--- src/rtl/fa4_pkg.sv ---
// Shared width constant and operand type for the 4-bit ripple-carry adder.
package fa4_pkg;

  localparam int FA4_W = 4;

  typedef logic [FA4_W-1:0] fa4_t;

endpackage

--- src/rtl/fa1_bit.sv ---
// One-bit full adder: the ripple stage used by fa4_inst.
module fa1_bit (
  input  logic x,
  input  logic y,
  input  logic cin,
  output logic sum,
  output logic cout
);

  assign sum  = x ^ y ^ cin;
  assign cout = (x & y) | (cin & (x ^ y));

endmodule

--- src/rtl/fa4_inst.sv ---
// Registered 4-bit ripple-carry adder with carry-out and signed overflow.
// Define FA4_INST_INREG_EN to add an input register stage (latency 2 instead of 1).
module fa4_inst
  import fa4_pkg::*;
(
  input  logic             clk,
  input  logic             rst,
  input  logic [FA4_W-1:0] a,
  input  logic [FA4_W-1:0] b,
  input  logic             ci,
  output logic [FA4_W-1:0] s,
  output logic             co,
  output logic             ovf
);

  fa4_t             a_op;
  fa4_t             b_op;
  logic             ci_op;
  fa4_t             sum_next;
  logic [FA4_W:0]   carry;
  fa4_t             s_reg;
  logic             co_reg;
  logic             ovf_reg;

`ifdef FA4_INST_INREG_EN
  fa4_t a_reg;
  fa4_t b_reg;
  logic ci_reg;

  // Clearing the input stage on reset keeps stale operands out of the output after release.
  always_ff @(posedge clk) begin
    if (rst) begin
      a_reg  <= '0;
      b_reg  <= '0;
      ci_reg <= 1'b0;
    end else begin
      a_reg  <= a;
      b_reg  <= b;
      ci_reg <= ci;
    end
  end

  assign a_op  = a_reg;
  assign b_op  = b_reg;
  assign ci_op = ci_reg;
`else
  assign a_op  = a;
  assign b_op  = b;
  assign ci_op = ci;
`endif

  assign carry[0] = ci_op;

  generate
    for (genvar gi = 0; gi < FA4_W; gi++) begin : g_stage
      fa1_bit u_fa (
        .x    (a_op[gi]),
        .y    (b_op[gi]),
        .cin  (carry[gi]),
        .sum  (sum_next[gi]),
        .cout (carry[gi+1])
      );
    end
  endgenerate

  always_ff @(posedge clk) begin
    if (rst) begin
      s_reg   <= '0;
      co_reg  <= 1'b0;
      ovf_reg <= 1'b0;
    end else begin
      s_reg   <= sum_next;
      co_reg  <= carry[FA4_W];
      // Signed overflow: carry into the sign bit disagrees with carry out of it.
      ovf_reg <= carry[FA4_W-1] ^ carry[FA4_W];
    end
  end

  assign s   = s_reg;
  assign co  = co_reg;
  assign ovf = ovf_reg;

endmodule

--- config.mk ---
export PLATFORM = sky130hd
export DESIGN_NAME = fa4_inst
export DESIGN_NICKNAME = d
export VERILOG_FILES = /design/src/rtl/fa4_pkg.sv /design/src/rtl/fa1_bit.sv /design/src/rtl/fa4_inst.sv
export SDC_FILE = /design/constraint.sdc
export NUM_CORES = 1
export LEC_CHECK = 0
export ABC_AREA = 1
export BUFFER_PORTS_ARGS = -buffer_cell sky130_fd_sc_hd__buf_2
export CORE_AREA = 2 2 39 41
export DETAILED_ROUTE_END_ITERATION = 8
export DIE_AREA = 0 0 41 43
export SLEW_MARGIN = 10
export SYNTH_ARGS = -nofsm -noshare
export SYNTH_HDL_FRONTEND = slang
export SYNTH_SLANG_ARGS = --single-unit
--- constraint.sdc ---
create_clock -name clk -period 5.6 [get_ports clk]
set_input_delay 0.56 -clock clk [delete_from_list [all_inputs] [get_ports clk]]
set_output_delay 0.56 -clock clk [all_outputs]
set_load 0.01 [all_outputs]
# ---- Word level (Yosys, flattened, before mapping)
# Cells that the tools add are included.
dict set report op_classes {
  n_bitwise 21
}
# cell n
set op_table {}
lappend op_table {{XOR 1 bit} 9}
lappend op_table {{AND 1 bit} 8}
lappend op_table {{OR 1 bit} 4}
dict set report totals {
  reg_bits 6
  input_bits 11
  out_inout_bits 6
  elab_cells 24
}

# ---- Depth between registers and ports, before layout
dict set report logic_depth {
  word_depth 10
  depth_mapped 10
  mapped_depth_nobuf 10
}

# ---- By module
# Synthesis repeated with hierarchy kept, for this count alone.
dict set report unflattened {
  hier_cells 25
  area_unflattened_um2 257.7
}
# mod n_inst cells_each area_per_inst_um2 seq_area_each_um2
set by_module_without_submodules {}
lappend by_module_without_submodules {fa4_inst 1 21 177.7 120.1}
lappend by_module_without_submodules {fa1_bit 4 1 20.0 0.0}

# ---- Worst setup path before layout
# No wires, ideal clock.
dict set report synth_timing {
  path_kind {input to register}
  startpoint {input a[0]}
  endpoint {register s_reg[3] (netlist: s[3])}
  setup_ns 0.064
  t_arrival_ns 2.128
  t_required_ns 5.536
  path_slack_ns 3.407
  stages 8
  path_cell_list {fa_1 inv_1 fa_1 inv_1 fa_1 inv_1 fa_1 nor2_1}
}
dict set report synth_between {
  elab_chain_cells 8
}
# element line_no
set synth_lines {}
lappend synth_lines {{start, declared} fa4_inst.sv:8} ;# input logic [FA4_W-1:0] a,
lappend synth_lines {{XOR 1 bit} fa1_bit.sv:11} ;# assign cout = (x & y) | (cin & (x ^ y));
lappend synth_lines {{AND 1 bit} fa1_bit.sv:11}
lappend synth_lines {{OR 1 bit *} fa1_bit.sv:11}
lappend synth_lines {{AND 1 bit *} fa1_bit.sv:11}
lappend synth_lines {{OR 1 bit *} fa1_bit.sv:11}
lappend synth_lines {{AND 1 bit *} fa1_bit.sv:11}
lappend synth_lines {{OR 1 bit *} fa1_bit.sv:11}
lappend synth_lines {{XOR 1 bit *} fa1_bit.sv:10} ;# assign sum = x ^ y ^ cin;
lappend synth_lines {{end signal, assigned} fa4_inst.sv:72} ;# s_reg <= sum_next;
lappend synth_lines {{end, declared} fa4_inst.sv:21} ;# fa4_t s_reg;
# Every way passes the cells marked *; elsewhere a longest branch is shown, timed or not.
# A chain may end at the register's enable or synchronous reset.

# ---- Worst setup path in the final report
# Same ends and word-level chain as after synthesis.

==> results.md <==
* Status: finished, final reports clean
* Mapped cell area at 272 µm²
* Port Buffer Count at 16
* #FFs+latches synth at 6
* Hold_buf cts at 0
* Share of post-route cells with drive strength above 1 at 41.7%
* Vias per cell at 3.36
* Max Clk Rate at 468 MHz
* H-tree depth at 1
* Leakage power at 0.000233 µW
* Worst Hold End: s[1]
* Drt drc at 0
* Routed len/inst at 6.80 µm
* CTS Buf Count at 3
* Setup CP Type: input port to flop
* Hold path startpoint: rst
* Synth-to-Final Area Change at 45.2%
* Clock Tree Buf Depth at 2
* Final setup fails at 0
* Fin crit period at 2.14 ns
* Area occupied by multi-input gates at 114 µm²
* GR Overflow Total at 0
* Post-CTS Setup Bufs at 0
* Row cnt at 14
* Post-Syn Area per Cell at 9.36 µm²
* I/O Pins at 17
* GRT Resource Usage Total at 7.18%
* Core Footprint at 1380 µm²
* PwrDens at 276 nW/µm²
* CTS root buf: clkbuf_4
* WL final at 435 µm
* Die Width at 41 µm
* WP data required at 5.78 ns
* Final hold vios at 0
* CTS tree: built
* Netlist cell types at 6
* Post-cts sizing count at 0
* Fin crit share at 38.2%
* Commonest non-fill, non-tap cell in the layout: buf_2
* Initial antenna violation count at 0
* Clk pin slew, worst setup/hold paths at 0.04 ns
* Post-DP HPWL at 392 µm
* Number of global-route vias before repair at 226
* Final #Nets at 65
* Die ar. at 1760 µm²
* Startpoint Class: input port
* Post-route antenna net violation count at 0
* Clk sinks at 6
* Max-capacitance violation count at 0
* Seq/Total Area, Yosys at 44.2%
* ANT cells at 0
* Largest net degree at the start of global routing at 7
* Leading cell types in the layout, fill and taps excluded: buf_2, inv_1, nor2_1, dfxtp_1, fa_1
* DR vias at 215
* Syn Inst Count at 29
* Setup TNS at 0 ns
* CP Capture Type: flop
* Fillcell total at 162
* Headroom to the max-slew limit at 92.0%
* Max-slew violations at 0
* RSZ-0062 raised after global routing: false
* Design area at 394 µm²
* Sequential Area at 120 µm²
* Peak supply drop at 0.0477 mV
* Initial DRC Count at 0
* Hold crit path type: input port to flop
* Tightest Pin Transition at 0.120 ns
* Drt pass-1 iters at 1
* WP data arrival at 2.31 ns
* Crit Path Max Fanout at 3
* Initial Util at 19.6%
* First-pass GRT wire length at 786 µm
* Net Count, Synth at 44
* Synth warnings at 0
* Worst hold margin at 0.566 ns
* Cell Area, Placed at 372 µm²
* Worst hold path depth at 2
* Gpl congestion at 0.639
* Die height at 43 µm
* Max reg flops at 4
## synthesized netlist by cell type
cell type / n / area [µm²]
nand2_1: 2 / 7.51
inv_1: 9 / 33.8
fa_1: 4 / 80.1
dfxtp_1: 6 / 120
nor2_1: 7 / 26.3
inv_2: 1 / 3.75
## per-layer routing
layer | track usage (%) | vias up | wire length, µm | share of wire [%]
li1 | - | 115 | - | -
met1 | 6.25 | 91 | 166 | 38
met2 | 10.6 | 9 | 235 | 54
met3 | 0 | 0 | 33 | 7.6
met4 | 12.0 | 0 | 0 | 0
met5 | 0 | - | 0 | 0
## logic make-up (layout without fill, tap and decap cells)
logic type | after synthesis | in the layout | synth area share (%)
adder cells (fa/ha/maj) | 4 | 4 | 29.5
buffers and inverters | 10 | 29 | 13.8
flip-flops | 6 | 6 | 44.2
AND/OR/NAND/NOR | 9 | 9 | 12.4
## critical path: stages
cell and delay (ns):
buf_2 0.11, fa_1 0.41, inv_1 0.07, fa_1 0.15
inv_1 0.05, fa_1 0.35, inv_1 0.11, fa_1 0.43
nor2_1 0.09
## power by group
| group | leakage, µW | switching (µW) | internal [µW] |
|---|---|---|---|
| registers | 0.0000500 | 0.825 | 47.7 |
| logic | 0.000169 | 12.2 | 10.5 |
| clock network | 0.0000138 | 13.6 | 24.1 |
## cell type report
type / instances / share of cell area, %
timing repair buffer: 16 / 20.3
inverter: 10 / 9.52
tap: 16 / 5.08
clock buffer: 3 / 5.71
sequential: 6 / 30.5
multi-input combinational: 13 / 28.9
## stage by stage
stage	worst slack (ns)	total power, µW	util, %	instances
floorplan	3.41	61.7	-	29
global placement	3.24	71.7	26.9	61
detailed placement	3.20	72.4	26.9	61
CTS	3.46	111	28.5	64
global route	3.40	117	28.5	64
finish	3.46	109	28.5	64
## worst max-delay path by stage
stage | start | to | cells past startpoint
detailed placement | a[0] | s[3] | 9
finish | a[0] | s[3] | 9
floorplan | a[0] | s[3] | 8
global placement | a[0] | s[3] | 9
CTS | a[0] | s[3] | 9
global route | a[0] | s[3] | 9
Power figures use the tool's default switching activity.
